<file path="src/rtl/useq_pkg.sv">
// Shared types and default sizes for the microsequencer.
package useq_pkg;

    localparam int AW_DEFAULT    = 5;
    localparam int NCOND_DEFAULT = 4;
    localparam int DEPTH_DEFAULT = 4;

    // Branch field of a microword; encodings match the microcode format.
    typedef enum logic [2:0] {
        NEXT = 3'd0,
        JMP  = 3'd1,
        BRT  = 3'd2,
        BRF  = 3'd3,
        CALL = 3'd4,
        RET  = 3'd5,
        WAIT = 3'd6,
        END  = 3'd7
    } br_type_e;

    typedef enum logic [1:0] {
        IDLE = 2'd0,
        RUN  = 2'd1,
        DONE = 2'd2
    } state_e;

endpackage

</file>
<file path="src/rtl/useq_stack.sv">
// Return-address LIFO for CALL/RET. Push is ignored when full and pop when
// empty; the controller decides what those cases mean for sequencing.
module useq_stack
    import useq_pkg::*;
#(
    parameter int AW    = AW_DEFAULT,
    parameter int DEPTH = DEPTH_DEFAULT
) (
    input  logic          clk,
    input  logic          reset,
    input  logic          clr,
    input  logic          push,
    input  logic          pop,
    input  logic [AW-1:0] push_data,
    output logic [AW-1:0] top_data,
    output logic          full,
    output logic          empty
);
    localparam int SPW = $clog2(DEPTH + 1);
    localparam int IW  = (DEPTH > 1) ? $clog2(DEPTH) : 1;

    logic [SPW-1:0] sp_q, sp_d;
    logic [AW-1:0]  mem_q [DEPTH];
    logic [AW-1:0]  mem_d [DEPTH];
    logic [IW-1:0]  wr_idx, rd_idx;

    assign full     = (sp_q == SPW'(DEPTH));
    assign empty    = (sp_q == '0);
    assign wr_idx   = IW'(sp_q);
    assign rd_idx   = IW'(sp_q - 1'b1);
    assign top_data = mem_q[rd_idx];

    // Pointer and storage update; clear wins over push/pop.
    always_comb begin
        sp_d  = sp_q;
        mem_d = mem_q;
        if (clr) begin
            sp_d = '0;
        end else if (push && !full) begin
            mem_d[wr_idx] = push_data;
            sp_d          = sp_q + 1'b1;
        end else if (pop && !empty) begin
            sp_d = sp_q - 1'b1;
        end
    end

    // Stack registers.
    always_ff @(posedge clk) begin
        if (reset) begin
            sp_q <= '0;
            for (int i = 0; i < DEPTH; i++) mem_q[i] <= '0;
        end else begin
            sp_q  <= sp_d;
            mem_q <= mem_d;
        end
    end

endmodule

</file>
<file path="src/rtl/useq_ctrl.sv">
// Microsequencer controller: owns the micro-program counter and selects the
// next microword address each cycle from the current microword's branch field.
// Build option: define UPC_STACK_EN to add the CALL/RET return-address stack
// and the sticky err flag; without it CALL acts as JMP, RET as NEXT, err = 0.
//
// state | meaning
// IDLE  | upc held at 0, waiting for start
// RUN   | executing one microword per cycle
// DONE  | one-cycle done pulse, upc returns to 0
module useq_ctrl
    import useq_pkg::*;
#(
    parameter int AW    = AW_DEFAULT,
    parameter int NCOND = NCOND_DEFAULT,
    parameter int DEPTH = DEPTH_DEFAULT
) (
    input  logic             clk,
    input  logic             reset,
    input  logic             start,
    input  logic [NCOND-1:0] cond,
    input  logic [2:0]       br_type,
    input  logic [1:0]       br_sel,
    input  logic [AW-1:0]    br_addr,
    output logic [AW-1:0]    upc,
    output logic             busy,
    output logic             done,
    output logic             err
);
    // Pad the flags to at least four bits so any br_sel value indexes a
    // defined bit; selects beyond NCOND read as 0.
    localparam int CW = (NCOND > 4) ? NCOND : 4;

    state_e        state_q, state_d;
    br_type_e      br_op;
    logic [AW-1:0] upc_q, upc_d, upc_inc;
    logic [CW-1:0] cond_ext;
    logic          c;
    logic          start_go;

    assign cond_ext = CW'(cond);
    assign c        = cond_ext[br_sel];
    assign upc_inc  = upc_q + 1'b1;
    assign br_op    = br_type_e'(br_type);
    assign start_go = (state_q == IDLE) && start;
    assign upc      = upc_q;

`ifdef UPC_STACK_EN
    logic          err_q, err_d;
    logic          stk_push, stk_pop, stk_full, stk_empty;
    logic [AW-1:0] stk_top;

    useq_stack #(
        .AW    (AW),
        .DEPTH (DEPTH)
    ) u_stack (
        .clk       (clk),
        .reset     (reset),
        .clr       (start_go),
        .push      (stk_push),
        .pop       (stk_pop),
        .push_data (upc_inc),
        .top_data  (stk_top),
        .full      (stk_full),
        .empty     (stk_empty)
    );

    // Sticky stack error flag.
    always_ff @(posedge clk) begin
        if (reset) err_q <= 1'b0;
        else       err_q <= err_d;
    end

    assign err = err_q;
`else
    logic unused_depth;
    assign unused_depth = (DEPTH > 0);
    assign err          = 1'b0;
`endif

    // State register.
    always_ff @(posedge clk) begin
        if (reset) state_q <= IDLE;
        else       state_q <= state_d;
    end

    // Next-state logic.
    always_comb begin
        state_d = state_q;
        case (state_q)
            IDLE:    if (start) state_d = RUN;
            RUN:     if (br_op == END) state_d = DONE;
            DONE:    state_d = IDLE;
            default: state_d = IDLE;
        endcase
    end

    // Status outputs decoded from state.
    always_comb begin
        busy = 1'b0;
        done = 1'b0;
        case (state_q)
            RUN:     busy = 1'b1;
            DONE:    done = 1'b1;
            default: ;
        endcase
    end

    // Next-address mux plus stack control; END holds upc until DONE clears it.
    always_comb begin
        upc_d = upc_q;
`ifdef UPC_STACK_EN
        err_d    = err_q;
        stk_push = 1'b0;
        stk_pop  = 1'b0;
        if (start_go) err_d = 1'b0;
`endif
        case (state_q)
            RUN: begin
                case (br_op)
                    NEXT: upc_d = upc_inc;
                    JMP:  upc_d = br_addr;
                    BRT:  upc_d = c ? br_addr : upc_inc;
                    BRF:  upc_d = c ? upc_inc : br_addr;
`ifdef UPC_STACK_EN
                    CALL: begin
                        if (stk_full) begin
                            upc_d = upc_inc;
                            err_d = 1'b1;
                        end else begin
                            stk_push = 1'b1;
                            upc_d    = br_addr;
                        end
                    end
                    RET: begin
                        if (stk_empty) begin
                            upc_d = upc_inc;
                            err_d = 1'b1;
                        end else begin
                            stk_pop = 1'b1;
                            upc_d   = stk_top;
                        end
                    end
`else
                    CALL: upc_d = br_addr;
                    RET:  upc_d = upc_inc;
`endif
                    WAIT:    upc_d = c ? upc_inc : upc_q;
                    END:     upc_d = upc_q;
                    default: upc_d = upc_inc;
                endcase
            end
            default: upc_d = '0;
        endcase
    end

    // Micro-program counter.
    always_ff @(posedge clk) begin
        if (reset) upc_q <= '0;
        else       upc_q <= upc_d;
    end

endmodule
</file>
<file path="config.mk">
export PLATFORM = sky130hd
export DESIGN_NAME = useq_ctrl
export DESIGN_NICKNAME = d
export VERILOG_FILES = /design/src/rtl/useq_pkg.sv /design/src/rtl/useq_stack.sv /design/src/rtl/useq_ctrl.sv
export SDC_FILE = /design/constraint.sdc
export NUM_CORES = 1
export LEC_CHECK = 0
export CORE_ASPECT_RATIO = 1.25
export CORE_UTILIZATION = 40
export CTS_BUF_LIST = sky130_fd_sc_hd__clkbuf_8
export DETAILED_ROUTE_END_ITERATION = 7
export GPL_TIMING_DRIVEN = 0
export PLACE_DENSITY = 0.77
export REMOVE_ABC_BUFFERS = 1
export SYNTH_ARGS = -nofsm -noshare
export SYNTH_HDL_FRONTEND = slang
export SYNTH_SLANG_ARGS = --single-unit
</file>
<file path="constraint.sdc">
create_clock -name clk -period 2.4 [get_ports clk]
set_clock_uncertainty 0.15 [all_clocks]
set_input_delay 0.48 -clock clk [delete_from_list [all_inputs] [get_ports clk]]
set_output_delay 0.48 -clock clk [all_outputs]
set_load 0.05 [all_outputs]
</file>
Word level (Yosys, flattened, before mapping)
Index checks and enable logic that the tools add are counted.
{"block": "totals", "register_bits": 7, "inputBits": 17}
{"block": "op_classes", "reduce_logical": 7, "addsub": 1, "eq_ne": 12, "mux": 11, "bitwise_logic": 2, "order_cmp": 1}
{"op": "5-bit one-hot mux with 5 select lines", "count": 1}
{"op": "5-bit 2-to-1 mux", "count": 3}
{"op": "3-bit equality test (second input constant)", "count": 4}
{"op": "3-bit by 2-bit equality test with 1-bit output (second input constant)", "count": 2}
{"op": "2-bit != test (second input constant)", "count": 3}
{"op": "2-bit OR reduction", "count": 3}
{"op": "5-bit by 1-bit adder with 5-bit output (second input constant)", "count": 1}
{"op": "2-bit 2-to-1 mux", "count": 2}
{"op": "2-bit one-hot mux with 2 select lines", "count": 1}
{"op": "2-bit AND reduction", "count": 2}
{"op": "3-bit by 1-bit equality test with 1-bit output (second input constant)", "count": 1}
{"op": "3-bit zero test", "count": 1}
{"op": "2-bit by 3-bit < comparator with 1-bit output (second input constant)", "count": 1}
{"op": "1-bit 2-to-1 mux", "count": 3}
{"op": "1-bit binary-select mux with 2-bit select", "count": 1}
{"op": "2-bit by 1-bit equality test with 1-bit output (second input constant)", "count": 1}
{"op": "2-bit equality test (second input constant)", "count": 1}
{"op": "2-bit zero test", "count": 1}
{"op": "1-bit inverter", "count": 2}

Logic depth before layout (Yosys ltp)
{"block": "depth", "depth_word": 4, "mapped_depth": 7, "depth_no_buf": 5}

Worst setup path before layout
Ideal clock, no wire load.
{"block": "synth_path", "path_type": "input to register", "startpoint": "in br_sel[0]", "endpoint": "reg upc_q[1], in the netlist upc[1]", "setup_slack_ps": 316, "arrival_time_ps": 1818, "setup_time_ps": 116, "cell_stages": 6, "t_required_ps": 2134, "path_cell_list": "mux4_2 > buf_6 > nand2_8 > xnor2_1 > mux2_1 > o211a_1"}
{"block": "synth_between", "elab_chain_cells": 4, "elab_cells_between_ends": 7}
{"item": "from (decl)", "line": "useq_ctrl.sv:22", "source": "input logic [1:0] br_sel,"}
{"item": "1-bit binary-select mux with 2-bit select (*)", "line": "useq_ctrl.sv:41", "source": "assign c = cond_ext[br_sel];"}
{"item": "1-bit 2-to-1 mux (implied by the code) (*)", "line": "useq_ctrl.sv:41"}
{"item": "5-bit 2-to-1 mux (tied with other cells)", "line": "useq_ctrl.sv:123", "source": "BRF: upc_d = c ? upc_inc : br_addr;"}
{"item": "5-bit one-hot mux with 5 select lines or 2-bit AND reduction (tied branches)"}
{"item": "to (signal assigned)", "line": "useq_ctrl.sv:159", "source": "else upc_q <= upc_d;"}
{"item": "to (decl)", "line": "useq_ctrl.sv:35", "source": "logic [AW-1:0] upc_q, upc_d, upc_inc;"}
Every way passes the cells marked *; elsewhere a longest branch is shown, timed or not. The select of a mux whose other input is x is not followed.
A chain may end at the register's enable or synchronous reset.

Worst setup path in the final report
Same ends and word-level chain as after synthesis.

==> results.md <==
* Maximum vdd ir drop at 0.255 mV
* Result of the run: finished clean
* Number of gates resized after CTS at 0
* Routing usage on met2 at 30.3%
* Final Non-Filler Cells at 130
* Floorplan Core Area at 0.00158 sq mm
* Share of the clock period used by the worst path after layout at 97.8%
* Worst relative slew slack at 61.2%
* Final Setup Violations at 0
* Half-perimeter wire length after detailed placement at approximately 1.2 mm
* GRT met3 Usage at 1.38%
* Number of max-cap violations at 0
* Unrepaired setup endpoints after global routing: yes
* Total standard cell area after synthesis at slightly below 700 sq um
* Critical path endpoint category: flip-flop
* Power density cells at 457 mW/mm^2
* Maximum number of pins on one net before global-route repair at 18
* Path type of the worst setup path: input port to flip-flop
* DRC errors left at 0
* FP Rows at 16
* Met1 global-route usage at 26.4%
* Yosys cell types at 41
* Worst-path clk slew at about 40 ps
* Hold buffers post-CTS at 0
* Initial Utilization at 43.4%
* Footprint of the multi-input gates at just over 500 sq um
* Count of final max-slew check failures at 0
* Number of endpoints with negative hold slack in the final report at 0
* Leakage power total at 0.346 nW
* Starting DRC count in detailed routing at 19
* Highest fanout seen on the critical path at 6
* Post-Syn Instances at 90
* Register area share after synthesis at approximately a fifth
* Per-cell routed wire length at 12.8 microns
* Number of register bits inferred by synthesis at 7
* Worst reg-to-reg setup slack at 710 ps
* Combined flip-flop and latch cell area at 140 sq um
* DRT Pass-1 Iters at 4
* Number of fill cells at approximately 160
* X dimension of the die at 39.1 microns
* Asr flop ratio synth at 0%
* Vias post-DR at 759
* Io pins at 25
* Worst endpoint data arrival time at 2310 ps
* Skew-Pair Late Insertion Delay at 230 ps
* Dominant cell type by area after synthesis: dfxtp_1
* H-tree level count at 1
* Crit path time final at 2350 ps
* Number of synthesized flops with an enable pin at 0
* Number of global-route vias before repair at 646
* Area growth from synthesis to layout at 39.3%
* TritonCTS Buffers at 3
* Post-synth top area share at approximately 20%
* Number of antenna violations at the first check in global routing at 0
* Number of placed instances with taps included at 125
* Total Die Area at about 0.0019 sq mm
* Port Buf Inserts at 23
* Diodes inserted at 0
* Clock Tree Root: clkbuf_8
* Post-layout net count at 131
* Max Clk Rate at 426 MHz
* Share of post-route cells with drive strength above 1 at under 10%
* Synth warn at 0
* Worst-margin pin slew at 580 ps
* Number of routed nets with antenna violations at 0
* Vertical die dimension at between 40 and 50 microns
* TritonCTS clock tree: done
* Post-synthesis area per instance at about 7.6 sq um
* Category of the worst setup path launch point: input port
* Clock buffer depth at 2
* Total overflow reported by the global router at 0
* Count of clock tree sinks at 7
* Ranking of synthesized cells by instance count: nor2_1, a21oi_1, dfxtp_1
* Placer Congestion at between 0.7 and 0.8
* Most instantiated flip-flop cell in the synthesis netlist: dfxtp_1
* Required time of the critical path at approximately 2400 ps
* Routed WL at 1.67 mm
* Final hold slack at 331 ps
* Worst hold-check path type: flip-flop to flip-flop
* Global-route usage over all layers at 19.9%
* Most used standard cell by instance count after synthesis: nor2_1
* Top area cells in the synthesized netlist: dfxtp_1, nor2_1, a21oi_1
* Via density per instance at 5.84
* Global-route wire length before repair at 2.71 mm
* Global route hottest layer: met2
final timing paths:
| kind | start | to | cells past startpoint |
|---|---|---|---|
| worst max register to register | upc[0] | upc[4] | 5 |
| worst min-delay path | state_q[1] | state_q[0] | 1 |
| worst max-delay path | br_sel[0] | upc[1] | 6 |
| worst min register to register | state_q[1] | state_q[0] | 1 |
placed cells by master, fill, tap and decap left out, types with 2 or more instances in the layout:
cell type        netlist  routed
a21oi_1                8       8
dfxtp_1                7       7
nand3_1                4       4
inv_1                  1       2
nor3_1                 2       2
clkdlybuf4s50_1        0      23
xnor2_1                3       3
o211ai_1               4       4
o22ai_1                2       2
nand4_1                3       3
nor2b_1                5       5
nand2b_1               3       3
clkbuf_8               0       3
nand2_1                6       6
nand4b_1               2       2
nor2_1                12      12
cell families (layout without fill, tap and decap cells):
kind of cell               after synthesis  count (layout)  share of synthesized area [%]
and+or+nand+nor                         42              42                           34.1
adders and majority gates                1               1                           1.82
DFF                                      7               7                           20.4
AOI/OAI and AO/OA                       26              26                           27.1
buffers and inverters                    7              29                           5.65
muxes                                    3               3                           6.56
other                                    1               1                          0.546
xor gates and xnor gates                 3               3                           3.83
metrics by stage:
stage	setup TNS, ps	cell area, sq um	power, mW	utilization (%)	worst slack (ps)
2_1_floorplan	0	652	0.214	-	285
3_3_place_gp	-588	905	0.271	57.2	-283
3_5_place_dp	-649	905	0.272	57.2	-291
4_1_cts	0	957	0.438	60.5	30.4
5_1_grt	-17.3	957	0.458	60.5	-8.10
6_report	0	957	0.437	60.5	52.1
flip-flops by register name, summed over array words and instances (netlist names):
signal,count
state_q,2
upc,5
worst max-delay path, stage by stage:
cell,delay [ps]
clkdlybuf4s50_1,480
mux4_2,570
nand2_8,100
xnor2_1,130
mux2_1,340
o211a_1,200
power breakdown:
| group | switching [mW] | internal (mW) |
|---|---|---|
| clock network | 0.0518 | 0.111 |
| logic | 0.0783 | 0.0671 |
| registers | 0.00716 | 0.122 |
| total | 0.137 | 0.300 |
final cells by class:
class / instances / share of cell area [%]
flip-flops and latches: 7 / 14.6
clock buffers: 3 / 4.31
clock inverters: 1 / 0.392
inverters: 1 / 0.392
multi-input cells: 76 / 53.1
repair buffers: 24 / 24.8
well taps: 18 / 2.35
per-layer routing:
layer	routed length (microns)	part of all wire, %
met4	43	2.6
met2	743	45
met5	0	0
met3	60	3.6
met1	820	49
timing repair:
action	4_1_cts	5_1_grt
pin swaps	0	1
setup endpoints to repair	1	3
buffers inserted	1	0
Note: power is estimated with default switching activity, not from simulation.
